[src/rtl/log_afpm_pkg.sv]
// Shared types, flag bit positions and width helpers for the serial
// logarithmic approximate FP multiplier.
package log_afpm_pkg;

    typedef enum logic [1:0] {
        LOAD    = 2'd0,
        COMPUTE = 2'd1,
        SEND    = 2'd2
    } state_e;

    localparam int F_NAN  = 3;
    localparam int F_OVF  = 2;
    localparam int F_UNF  = 1;
    localparam int F_ZERO = 0;

    function automatic int word_w_f(input int exp_w, input int man_w);
        return 1 + exp_w + man_w;
    endfunction

    function automatic int beats_f(input int word_w, input int bus_w);
        return (word_w + bus_w - 1) / bus_w;
    endfunction

    function automatic int bias_f(input int exp_w);
        return (1 << (exp_w - 1)) - 1;
    endfunction

endpackage

[src/rtl/log_afpm_serial_if.sv]
// Beat-serial operand/result bus between the I/O shim, the multiplier and the sink.
interface log_afpm_serial_if #(
    parameter int BUS_W = 8
);
    logic             in_valid;
    logic             in_ready;
    logic [BUS_W-1:0] a_in;
    logic [BUS_W-1:0] b_in;
    logic             mode;
    logic             out_valid;
    logic             out_ready;
    logic [BUS_W-1:0] out_data;
    logic             out_last;
    logic [3:0]       flags;

    modport slave (
        input  in_valid, a_in, b_in, mode, out_ready,
        output in_ready, out_valid, out_data, out_last, flags
    );

    modport master (
        output in_valid, a_in, b_in, mode, out_ready,
        input  in_ready, out_valid, out_data, out_last, flags
    );
endinterface

[src/rtl/log_afpm_core.sv]
// Combinational Mitchell log-domain multiplier: exponent/mantissa fields are
// added as one fixed-point log value, then special cases are resolved.
module log_afpm_core
    import log_afpm_pkg::*;
#(
    parameter int EXP_W = 5,
    parameter int MAN_W = 10,
    parameter int COMP  = 58
) (
    input  logic [EXP_W+MAN_W:0] a,
    input  logic [EXP_W+MAN_W:0] b,
    input  logic                 mode,
    output logic [EXP_W+MAN_W:0] res,
    output logic [3:0]           flags
);
    localparam int EM = EXP_W + MAN_W;
    localparam int SW = EM + 2;
    localparam int BIAS = bias_f(EXP_W);
    localparam logic signed [SW-1:0] BIAS_SH = SW'(BIAS) << MAN_W;
    localparam logic signed [SW-1:0] OVF_TH  = SW'((1 << EXP_W) - 1) << MAN_W;
    localparam logic signed [SW-1:0] UNF_TH  = SW'(1) << MAN_W;

    logic signed [SW-1:0] s;
    logic sign, a_zero, b_zero, a_inf, b_inf, a_nan, b_nan;

    assign s = $signed({2'b00, a[EM-1:0]}) + $signed({2'b00, b[EM-1:0]})
             + (mode ? SW'(COMP) : SW'(0)) - BIAS_SH;

    assign sign   = a[EM] ^ b[EM];
    assign a_zero = (a[EM-1:MAN_W] == '0);
    assign b_zero = (b[EM-1:MAN_W] == '0);
    assign a_inf  = (a[EM-1:MAN_W] == '1) && (a[MAN_W-1:0] == '0);
    assign b_inf  = (b[EM-1:MAN_W] == '1) && (b[MAN_W-1:0] == '0);
    assign a_nan  = (a[EM-1:MAN_W] == '1) && (a[MAN_W-1:0] != '0);
    assign b_nan  = (b[EM-1:MAN_W] == '1) && (b[MAN_W-1:0] != '0);

    always_comb begin
        res   = '0;
        flags = '0;
        if (a_nan || b_nan || (a_inf && b_zero) || (b_inf && a_zero)) begin
            res          = {1'b0, {EXP_W{1'b1}}, 1'b1, {(MAN_W-1){1'b0}}};
            flags[F_NAN] = 1'b1;
        end else if (a_zero || b_zero) begin
            // subnormals land here too: flushed to zero
            res           = {sign, {EM{1'b0}}};
            flags[F_ZERO] = 1'b1;
        end else if (a_inf || b_inf) begin
            res = {sign, {EXP_W{1'b1}}, {MAN_W{1'b0}}};
        end else if (s >= OVF_TH) begin
            res          = {sign, {EXP_W{1'b1}}, {MAN_W{1'b0}}};
            flags[F_OVF] = 1'b1;
        end else if (s < UNF_TH) begin
            res           = {sign, {EM{1'b0}}};
            flags[F_UNF]  = 1'b1;
            flags[F_ZERO] = 1'b1;
        end else begin
            res = {sign, s[EM-1:0]};
        end
    end
endmodule

[src/rtl/log_afpm_serial.sv]
// Serial wrapper: gathers operand beats, computes in one cycle, streams the
// result back LSB beat first. Load and send phases never overlap.
module log_afpm_serial
    import log_afpm_pkg::*;
#(
    parameter int EXP_W = 5,
    parameter int MAN_W = 10,
    parameter int BUS_W = 8,
    parameter int COMP  = 58
) (
    input logic              clk,
    input logic              rst,
    log_afpm_serial_if.slave bus
);
    localparam int WORD_W = word_w_f(EXP_W, MAN_W);
    localparam int BEATS  = beats_f(WORD_W, BUS_W);
    localparam int CNT_W  = (BEATS > 1) ? $clog2(BEATS) : 1;

    state_e             state_q, state_d;
    logic [CNT_W-1:0]   cnt_in_q, cnt_in_d, cnt_out_q, cnt_out_d;
    logic [WORD_W-1:0]  a_q, a_d, b_q, b_d, res_q, res_d, core_res;
    logic               mode_q, mode_d;
    logic [3:0]         flags_q, flags_d, core_flags;
    logic               in_ready_q, in_ready_d, out_valid_q, out_valid_d;
    logic               out_last_q, out_last_d;
    logic [BUS_W-1:0]   out_data_q, out_data_d;

    function automatic logic [BUS_W-1:0] beat_of(input logic [WORD_W-1:0] w, input int idx);
        beat_of = '0;
        for (int k = 0; k < BUS_W; k++)
            if (idx * BUS_W + k < WORD_W) beat_of[k] = w[idx * BUS_W + k];
    endfunction

    log_afpm_core #(.EXP_W(EXP_W), .MAN_W(MAN_W), .COMP(COMP)) u_core (
        .a(a_q), .b(b_q), .mode(mode_q), .res(core_res), .flags(core_flags)
    );

    assign bus.in_ready  = in_ready_q;
    assign bus.out_valid = out_valid_q;
    assign bus.out_data  = out_data_q;
    assign bus.out_last  = out_last_q;
    assign bus.flags     = flags_q;

    always_comb begin
        state_d     = state_q;
        cnt_in_d    = cnt_in_q;
        cnt_out_d   = cnt_out_q;
        a_d         = a_q;
        b_d         = b_q;
        mode_d      = mode_q;
        res_d       = res_q;
        flags_d     = flags_q;
        in_ready_d  = in_ready_q;
        out_valid_d = out_valid_q;
        out_data_d  = out_data_q;
        out_last_d  = out_last_q;
        unique case (state_q)
            LOAD: if (bus.in_valid) begin
                // bits of the beat that fall above WORD_W are simply never stored
                for (int k = 0; k < WORD_W; k++)
                    if (k / BUS_W == int'(cnt_in_q)) begin
                        a_d[k] = bus.a_in[k % BUS_W];
                        b_d[k] = bus.b_in[k % BUS_W];
                    end
                if (cnt_in_q == '0) mode_d = bus.mode;
                if (cnt_in_q == CNT_W'(BEATS - 1)) begin
                    cnt_in_d   = '0;
                    in_ready_d = 1'b0;
                    state_d    = COMPUTE;
                end else begin
                    cnt_in_d = cnt_in_q + 1'b1;
                end
            end
            COMPUTE: begin
                res_d       = core_res;
                flags_d     = core_flags;
                cnt_out_d   = '0;
                out_valid_d = 1'b1;
                out_data_d  = beat_of(core_res, 0);
                out_last_d  = (BEATS == 1);
                state_d     = SEND;
            end
            SEND: if (bus.out_ready) begin
                if (cnt_out_q == CNT_W'(BEATS - 1)) begin
                    cnt_out_d   = '0;
                    out_valid_d = 1'b0;
                    out_data_d  = '0;
                    out_last_d  = 1'b0;
                    in_ready_d  = 1'b1;
                    state_d     = LOAD;
                end else begin
                    cnt_out_d  = cnt_out_q + 1'b1;
                    out_data_d = beat_of(res_q, int'(cnt_out_q) + 1);
                    out_last_d = (int'(cnt_out_q) + 1 == BEATS - 1);
                end
            end
            default: state_d = LOAD;
        endcase
    end

    always_ff @(posedge clk or posedge rst) begin
        if (rst) begin
            state_q     <= LOAD;
            cnt_in_q    <= '0;
            cnt_out_q   <= '0;
            a_q         <= '0;
            b_q         <= '0;
            mode_q      <= 1'b0;
            res_q       <= '0;
            flags_q     <= '0;
            in_ready_q  <= 1'b1;
            out_valid_q <= 1'b0;
            out_data_q  <= '0;
            out_last_q  <= 1'b0;
        end else begin
            state_q     <= state_d;
            cnt_in_q    <= cnt_in_d;
            cnt_out_q   <= cnt_out_d;
            a_q         <= a_d;
            b_q         <= b_d;
            mode_q      <= mode_d;
            res_q       <= res_d;
            flags_q     <= flags_d;
            in_ready_q  <= in_ready_d;
            out_valid_q <= out_valid_d;
            out_data_q  <= out_data_d;
            out_last_q  <= out_last_d;
        end
    end
endmodule

[src/flat_wrapper.sv]
// flat-port wrapper written by rule: the top's interface ports become plain ports
module log_afpm_serial_flat import log_afpm_pkg::*;
#(
    parameter int EXP_W = 5,
    parameter int MAN_W = 10,
    parameter int BUS_W = 8,
    parameter int COMP  = 58
)
  (clk, rst, bus_in_valid, bus_a_in, bus_b_in, bus_mode, bus_out_ready, bus_in_ready, bus_out_valid, bus_out_data, bus_out_last, bus_flags);
  log_afpm_serial_if #(.BUS_W(BUS_W)) bus_i ();
  input logic clk;
  input logic rst;
  input wire logic [$bits(bus_i.in_valid)-1:0] bus_in_valid;
  input wire logic [$bits(bus_i.a_in)-1:0] bus_a_in;
  input wire logic [$bits(bus_i.b_in)-1:0] bus_b_in;
  input wire logic [$bits(bus_i.mode)-1:0] bus_mode;
  input wire logic [$bits(bus_i.out_ready)-1:0] bus_out_ready;
  output wire logic [$bits(bus_i.in_ready)-1:0] bus_in_ready;
  output wire logic [$bits(bus_i.out_valid)-1:0] bus_out_valid;
  output wire logic [$bits(bus_i.out_data)-1:0] bus_out_data;
  output wire logic [$bits(bus_i.out_last)-1:0] bus_out_last;
  output wire logic [$bits(bus_i.flags)-1:0] bus_flags;
  assign bus_i.in_valid = bus_in_valid;
  assign bus_i.a_in = bus_a_in;
  assign bus_i.b_in = bus_b_in;
  assign bus_i.mode = bus_mode;
  assign bus_i.out_ready = bus_out_ready;
  assign bus_in_ready = bus_i.in_ready;
  assign bus_out_valid = bus_i.out_valid;
  assign bus_out_data = bus_i.out_data;
  assign bus_out_last = bus_i.out_last;
  assign bus_flags = bus_i.flags;
  log_afpm_serial #(.EXP_W(EXP_W), .MAN_W(MAN_W), .BUS_W(BUS_W), .COMP(COMP)) u_core (.clk(clk), .rst(rst), .bus(bus_i));
endmodule
[config.mk]
export PLATFORM = sky130hd
export DESIGN_NAME = log_afpm_serial_flat
export DESIGN_NICKNAME = d
export VERILOG_FILES = /design/src/rtl/log_afpm_pkg.sv /design/src/rtl/log_afpm_serial_if.sv /design/src/rtl/log_afpm_core.sv /design/src/rtl/log_afpm_serial.sv /design/src/flat_wrapper.sv
export SDC_FILE = /design/constraint.sdc
export NUM_CORES = 1
export LEC_CHECK = 0
export ABC_AREA = 1
export BUFFER_PORTS_ARGS = -buffer_cell sky130_fd_sc_hd__buf_2
export CORE_UTILIZATION = 60
export DETAILED_ROUTE_END_ITERATION = 8
export PLACE_DENSITY = 0.9
export SLEW_MARGIN = 20
export SYNTH_ARGS = -nofsm -noshare
export SYNTH_HDL_FRONTEND = slang
export SYNTH_HIERARCHICAL = 1
export SYNTH_SLANG_ARGS = --single-unit
export TNS_END_PERCENT = 10
[constraint.sdc]
create_clock -name clk -period 3.35 [get_ports clk]
set_clock_uncertainty 0.15 [all_clocks]
set_input_delay 0.5025 -clock clk [delete_from_list [all_inputs] [get_ports clk]]
set_output_delay 0.5025 -clock clk [all_outputs]
set_load 0.005 [all_outputs]
Yosys cells after proc, flatten, opt, wreduce, memory -nomap -nowiden:

Index checks and enable logic that the tools add are counted.

* output and inout bits: 15
* bits in writable memories: 0
* latch bits: 0
* memories kept: 0
* input port bits: 21
* bits in read-only memories: 0
* register bits after elaboration: 68
* logic and storage cells: 152

* multiply operators: 0
* add/sub/neg operators: 13
* equality and inequality tests: 9
* magnitude comparators: 18
* bitwise logic cells: 2
* multiplexer cells: 69
* reductions and logical operators: 27
* shifts and indexed selects: 0
* divide/modulo/power cells: 0

Operators with widths (count)
* $lt A32 B6 Y1 const B: 16
* $add A32 B4 Y32 const B: 4
* $add A32 B3 Y32 const B: 2
* $mux W15: 4
* $mux W1: 39
* $add A32 B2 Y32 const B: 1
* $eq A32 B2 Y1 const B: 1
* $bmux W1 S4: 7
* $logic_not A10 Y1: 2
* $reduce_bool A10 Y1: 2
* $add A17 B7 Y17: 1
* $ge A17 B16 Y1 const B: 1
* $lt A17 B12 Y1 const B: 1
* $sub A17 B15 Y17 const B: 1
* $add A15 B15 Y16: 1
* $mux W16: 1
* $mux W8: 2
* $pmux W8 S2: 1
* $mux W2: 7
* $eq A5 B5 Y1 const B: 2
* $logic_not A5 Y1: 2
* $reduce_and A3 Y1: 3
* $pmux W1 S2: 4
* $logic_and A1 B1 Y1: 6
* other kinds (17): 27

Longest topological paths before layout:

* depth after elaboration: 10
* mapped depth: 24
* depth with buffers taken out: 24

By module:

Netlist, hierarchy kept.

Modules (own cells, without submodules)
* log_afpm_serial: seq. area each 1477.7 µm², cells each 272, area each 2553.7 µm², instances 1
* log_afpm_core: seq. area each 0.0 µm², cells each 296, area each 1619.1 µm², instances 1

Worst setup path after synthesis:

No wires, ideal clock.

* path kind: register to register
* from: register u_core.a_q[1]
* to: register u_core.out_data_q[2], in the netlist u_core/bus.out_data[2]
* setup time: 65 ps
* cell stages (with the launch flop): 24
* arrival: 2759 ps
* data required time: 3135 ps
* path slack: 376 ps
* clock period less this slack: 2974 ps
* buffers on the path: 0
* cell sequence: dfrtp_1 -> fa_1 -> ha_1 -> inv_1 -> fa_1 -> inv_1 -> nand3_1 -> nand3_2 -> nand2_1 -> nand2_1 -> nand3_1 -> nand2_1 -> nand2_1 -> nand2_1 -> nor2_1 -> nand2_1 -> nand2_2 -> inv_2 -> nand3_4 -> nor2_1 -> nand2_1 -> o21ai_1 -> nand2_1 -> nand2_1

* cells in the longest elaborated chain, start to end: 10
* elaborated cells on any way between the ends: 20
* classes of those cells: add/sub: 3; order compare: 2; mux: 6; reduce/logical: 9

RTL lines
* start, declared: line log_afpm_serial.sv:21 `logic [WORD_W-1:0] a_q, a_d, b_q, b_d, res_q, res_d, core_res;`
* start signal, assigned: line log_afpm_serial.sv:106 `a_q <= '0;`
* start signal, assigned: line log_afpm_serial.sv:119 `a_q <= a_d;`
* $add A15 B15 Y16: line log_afpm_core.sv:26 `assign s = $signed({2'b00, a[EM-1:0]}) + $signed({2'b00, b[EM-1:0]})`
* $add A17 B7 Y17: line log_afpm_core.sv:27 `+ (mode ? SW'(COMP) : SW'(0)) - BIAS_SH;`
* $sub A17 B15 Y17: line log_afpm_core.sv:27
* $lt A17 B12 Y1: line log_afpm_core.sv:52 `end else if (s < UNF_TH) begin`
* $mux W15: line log_afpm_core.sv:52
* $mux W15: line log_afpm_core.sv:49 `end else if (s >= OVF_TH) begin`
* $mux W15: line log_afpm_core.sv:47 `end else if (a_inf || b_inf) begin`
* $mux W15: line log_afpm_core.sv:43 `end else if (a_zero || b_zero) begin`
* $mux W16 (*): line log_afpm_core.sv:40 `if (a_nan || b_nan || (a_inf && b_zero) || (b_inf && a_zero)) begin`
* net u_core.core_res[2]: line log_afpm_serial.sv:21
* $pmux W8 S2 (*): line log_afpm_serial.sv:57 `unique case (state_q)`
* end signal, assigned: line log_afpm_serial.sv:126 `out_data_q <= out_data_d;`
* end, declared: line log_afpm_serial.sv:26 `logic [BUS_W-1:0] out_data_q, out_data_d;`

The timed path passes the listed nets; every way through them passes the cells marked *.
A chain may end at the register's enable or synchronous reset.

Worst setup path in the final report:

* from: register u_core.a_q[1]
* to: register u_core.out_data_q[4], in the netlist u_core/bus.out_data[4]

The elaborated chain is that of the path after synthesis.

==> metrics.md <==
| Metric | Value |
|---|---|
| I/O Buffers | 35 |
| EDFF count, synth | 0 |
| Synth Flop Type | dfrtp_1 |
| DR WL/cell | 13.3 um |
| Filler cells | 544 |
| Clock sink total | 59 |
| Main combinational cell family by area after synthesis | simple AND/OR/NAND/NOR gates |
| Slew HR | 0.489 |
| Vias in the first global route | 3348 |
| DRT antenna net count | 0 |
| Post-Synth Adder-Cell Area | 0.0990 |
| Vias per Instance | 5.40 |
| Syn Inst Count | 568 |
| Seq cells post-synth | 59 |
| Post-synth top area share | 0.348 |
| Multi-input combinational cell area | 2300 sq um |
| TritonCTS clock tree | done |
| Setup CP Type | register to register |
| Unique masters post-synth | 36 |
| Core area | 6760 sq um |
| GR Overflow Total | 0 |
| Gr busiest metal | met2 |
| Post-Syn Area | 4170 sq um |
| Register area share after synthesis | 0.354 |
| Max FO, Critical Path | 5 |
| Initial core utilization | 0.618 |
| Startpoint types | register |
| Initial antenna violation count | 0 |
| Post-synthesis xor/xnor area fraction | 0.0168 |
| DRT Pass-1 Iters | 5 |
| Io pins | 36 |
| Endpoints failing setup | 0 |
| RSZ-0062 raised after global routing | yes |
| Required @ worst endpoint | 3.49 ns |
| Grt met1 use | 0.309 |
| Final Cell Area | 4580 sq um |
| Number of buffers created by CTS | 9 |
| Fraction of layout cells with a size suffix above 1 | 0.184 |
| Final core occ | 0.678 |
| GR Util met3 | 0.0477 |
| Post-synth ARST share | 1.00 |
| Global-route wire length before repair | 15000 um |
| Ys Warns | 6 |
| Routed via count | 3717 |
| Clock slew at reported path FFs | 0.07 ns |
| Synth top area cells | dfrtp_1 (35%), nand2_1 (18%), ha_1 (7.5%), inv_1 (7.1%), nand3_1 (5.5%) |
| NumNets Final | 654 |
| Antenna Cells | 0 |
| Fmax | 312 MHz |
| Maximum root-to-sink buffer count | 2 |
| Critical Path End Type | register |
| Max-cap violations | 0 |
| Post-Syn Nets | 619 |
| Part of the cycle the worst path needs | 0.957 |
| Minimum clock period | 3.21 ns |
| Outcome | completed |
| Most instantiated cells after synthesis | nand2_1 (200), inv_1 (79), dfrtp_1 (58) |
| HPWL after DPL | 7030 um |
| Die width | 85.4 um |
| Drt initial violations | 214 |
| Most numerous cell in the Yosys netlist | nand2_1 |
| Largest net degree at the start of global routing | 36 |
| Worst EP arrival | 3.35 ns |
| Clk root buf | clkbuf_8 |
| Gr usage total | 0.263 |
| Post-synthesis mux area share | 0 |
| Post-Syn Area per Cell | 7.35 sq um |
| Worst Max-Slew Pin Slew | 0.767 ns |
| Die ar. | 7290 sq um |
| Clk_lat worst skew | 0.35 ns |
| Fin. max-slew vios | 0 |
| DIE HEIGHT | 85.4 um |
| Post-DP Area | 4350 sq um |
| Synth area leader | dfrtp_1 |
| DRC viols | 0 |
| Count of hold-fix buffers inserted at cts | 0 |
| Num rows | 30 |
| Post-Synth Simple-Gate Area | 0.351 |
| Final Wtd Congestion | 0.900 |
| HP Class | primary input to asynchronous set/reset pin |
| H-tree levels | 3 |
| Post-synthesis compound-gate area fraction | 0.0777 |
| Sequential cell area | 1480 sq um |
| Final hold vios | 0 |
| Routed WL | 9130 um |
| Routing usage on met2 | 0.468 |
| Area growth syn-to-layout | 9.75% |
## layout by cell type, fill, tap and decap left out, types with 3 or more instances in the layout
master and instances:
o21ai_0 15, nor3_1 7, nand4_1 6, buf_2 35
ha_1 23, xor2_1 4, nand2_4 6, o21ai_1 13
o21ai_2 15, nand2_2 12, nor2_2 5, a21oi_1 8
inv_2 5, nand2_1 198, inv_1 77, nor2_1 31
xnor2_1 4, clkinv_2 3, dfrtp_1 57, fa_1 4
clkbuf_8 10, nand3_1 45
## metal layers
metal / up-vias / routed length (um)
met5: - / 0
met4: 0 / 249
met3: 24 / 402
met2: 120 / 4660
met1: 1722 / 3830
li1: 1851 / -
## critical path, stage by stage, from the launching register on
cell and delay, ns:
dfrtp_1 0.41, fa_1 0.55, ha_2 0.19, inv_1 0.06
fa_2 0.36, inv_2 0.07, nand3_1 0.07, nand3_2 0.11
nand2_1 0.07, nand2_2 0.09, nand3_2 0.07, nand2_1 0.07
nand2_1 0.04, nand2_1 0.07, nor2_1 0.05, nand2_1 0.06
nand2_2 0.07, inv_2 0.10, nand3_4 0.10, nor2_2 0.11
nand2_1 0.07, o21ai_1 0.09, nand2_1 0.06, nand2_1 0.05
## registers in the layout, indices dropped and copies added (netlist names)
signal / flops
u_core/a_q: 16
u_core/b_q: 16
u_core/bus.out_data: 8
u_core/res_q: 8
u_core/bus.flags: 4
u_core/state_q: 2
u_core/bus.in_ready: 1
u_core/bus.out_valid: 1
u_core/cnt_in_q: 1
u_core/cnt_out_q: 1
u_core/mode_q: 1
## per-stage QoR
stage	worst slack, ns	TNS (ns)	hold WS, ns	std cells
after floorplan	0.376	0	0.292	568
after global placement	0.147	0	0.298	671
after detailed placement	0.0463	0	0.300	671
after CTS	0.0439	0	0.0304	687
after global routing	-0.0505	-0.291	0.0803	688
final	0.143	0	0.0231	688
## area by class of cell
cell class                 count  area share
multi-input combinational    413       0.502
sequential                    59       0.323
inverter                      83      0.0686
timing repair buffer          37      0.0415
clock buffer                  11      0.0309
tap                           80      0.0219
clock inverter                 5      0.0117
## final timing paths
kind	start	end	slack, ns	depth (start not counted)
max	u_core/a_q[1]	u_core/bus.out_data[4]	0.14	23
max in group asynchronous	rst	u_core/bus.in_ready	2.18	3
max reg2reg	u_core/a_q[1]	u_core/bus.out_data[4]	0.14	23
min reg2reg	u_core/bus.in_ready	u_core/bus.in_ready	0.31	2
min	rst	u_core/b_q[7]	0.02	2
min in group clk	bus_b_in[7]	u_core/b_q[7]	0.26	3
## cells by family (layout without fill, tap and decap cells)
family                     count (synthesis)  count (layout)
and+or+nand+nor                          322             322
buffers and inverters                     96             136
DFF                                       59              59
AOI/OAI and AO/OA                         53              53
adders and majority gates                 30              30
xor gates and xnor gates                   8               8
## what timing repair did
action,4_1_cts,5_1_grt
buffers inserted,0,1
endpoints found under the setup margin,0,18
hold endpoints to repair,0,0
gates resized for setup,0,12
Power is left out: the tool's default activity adds up to more than one toggle a clock period on the data nets, which glitch-free logic cannot reach.
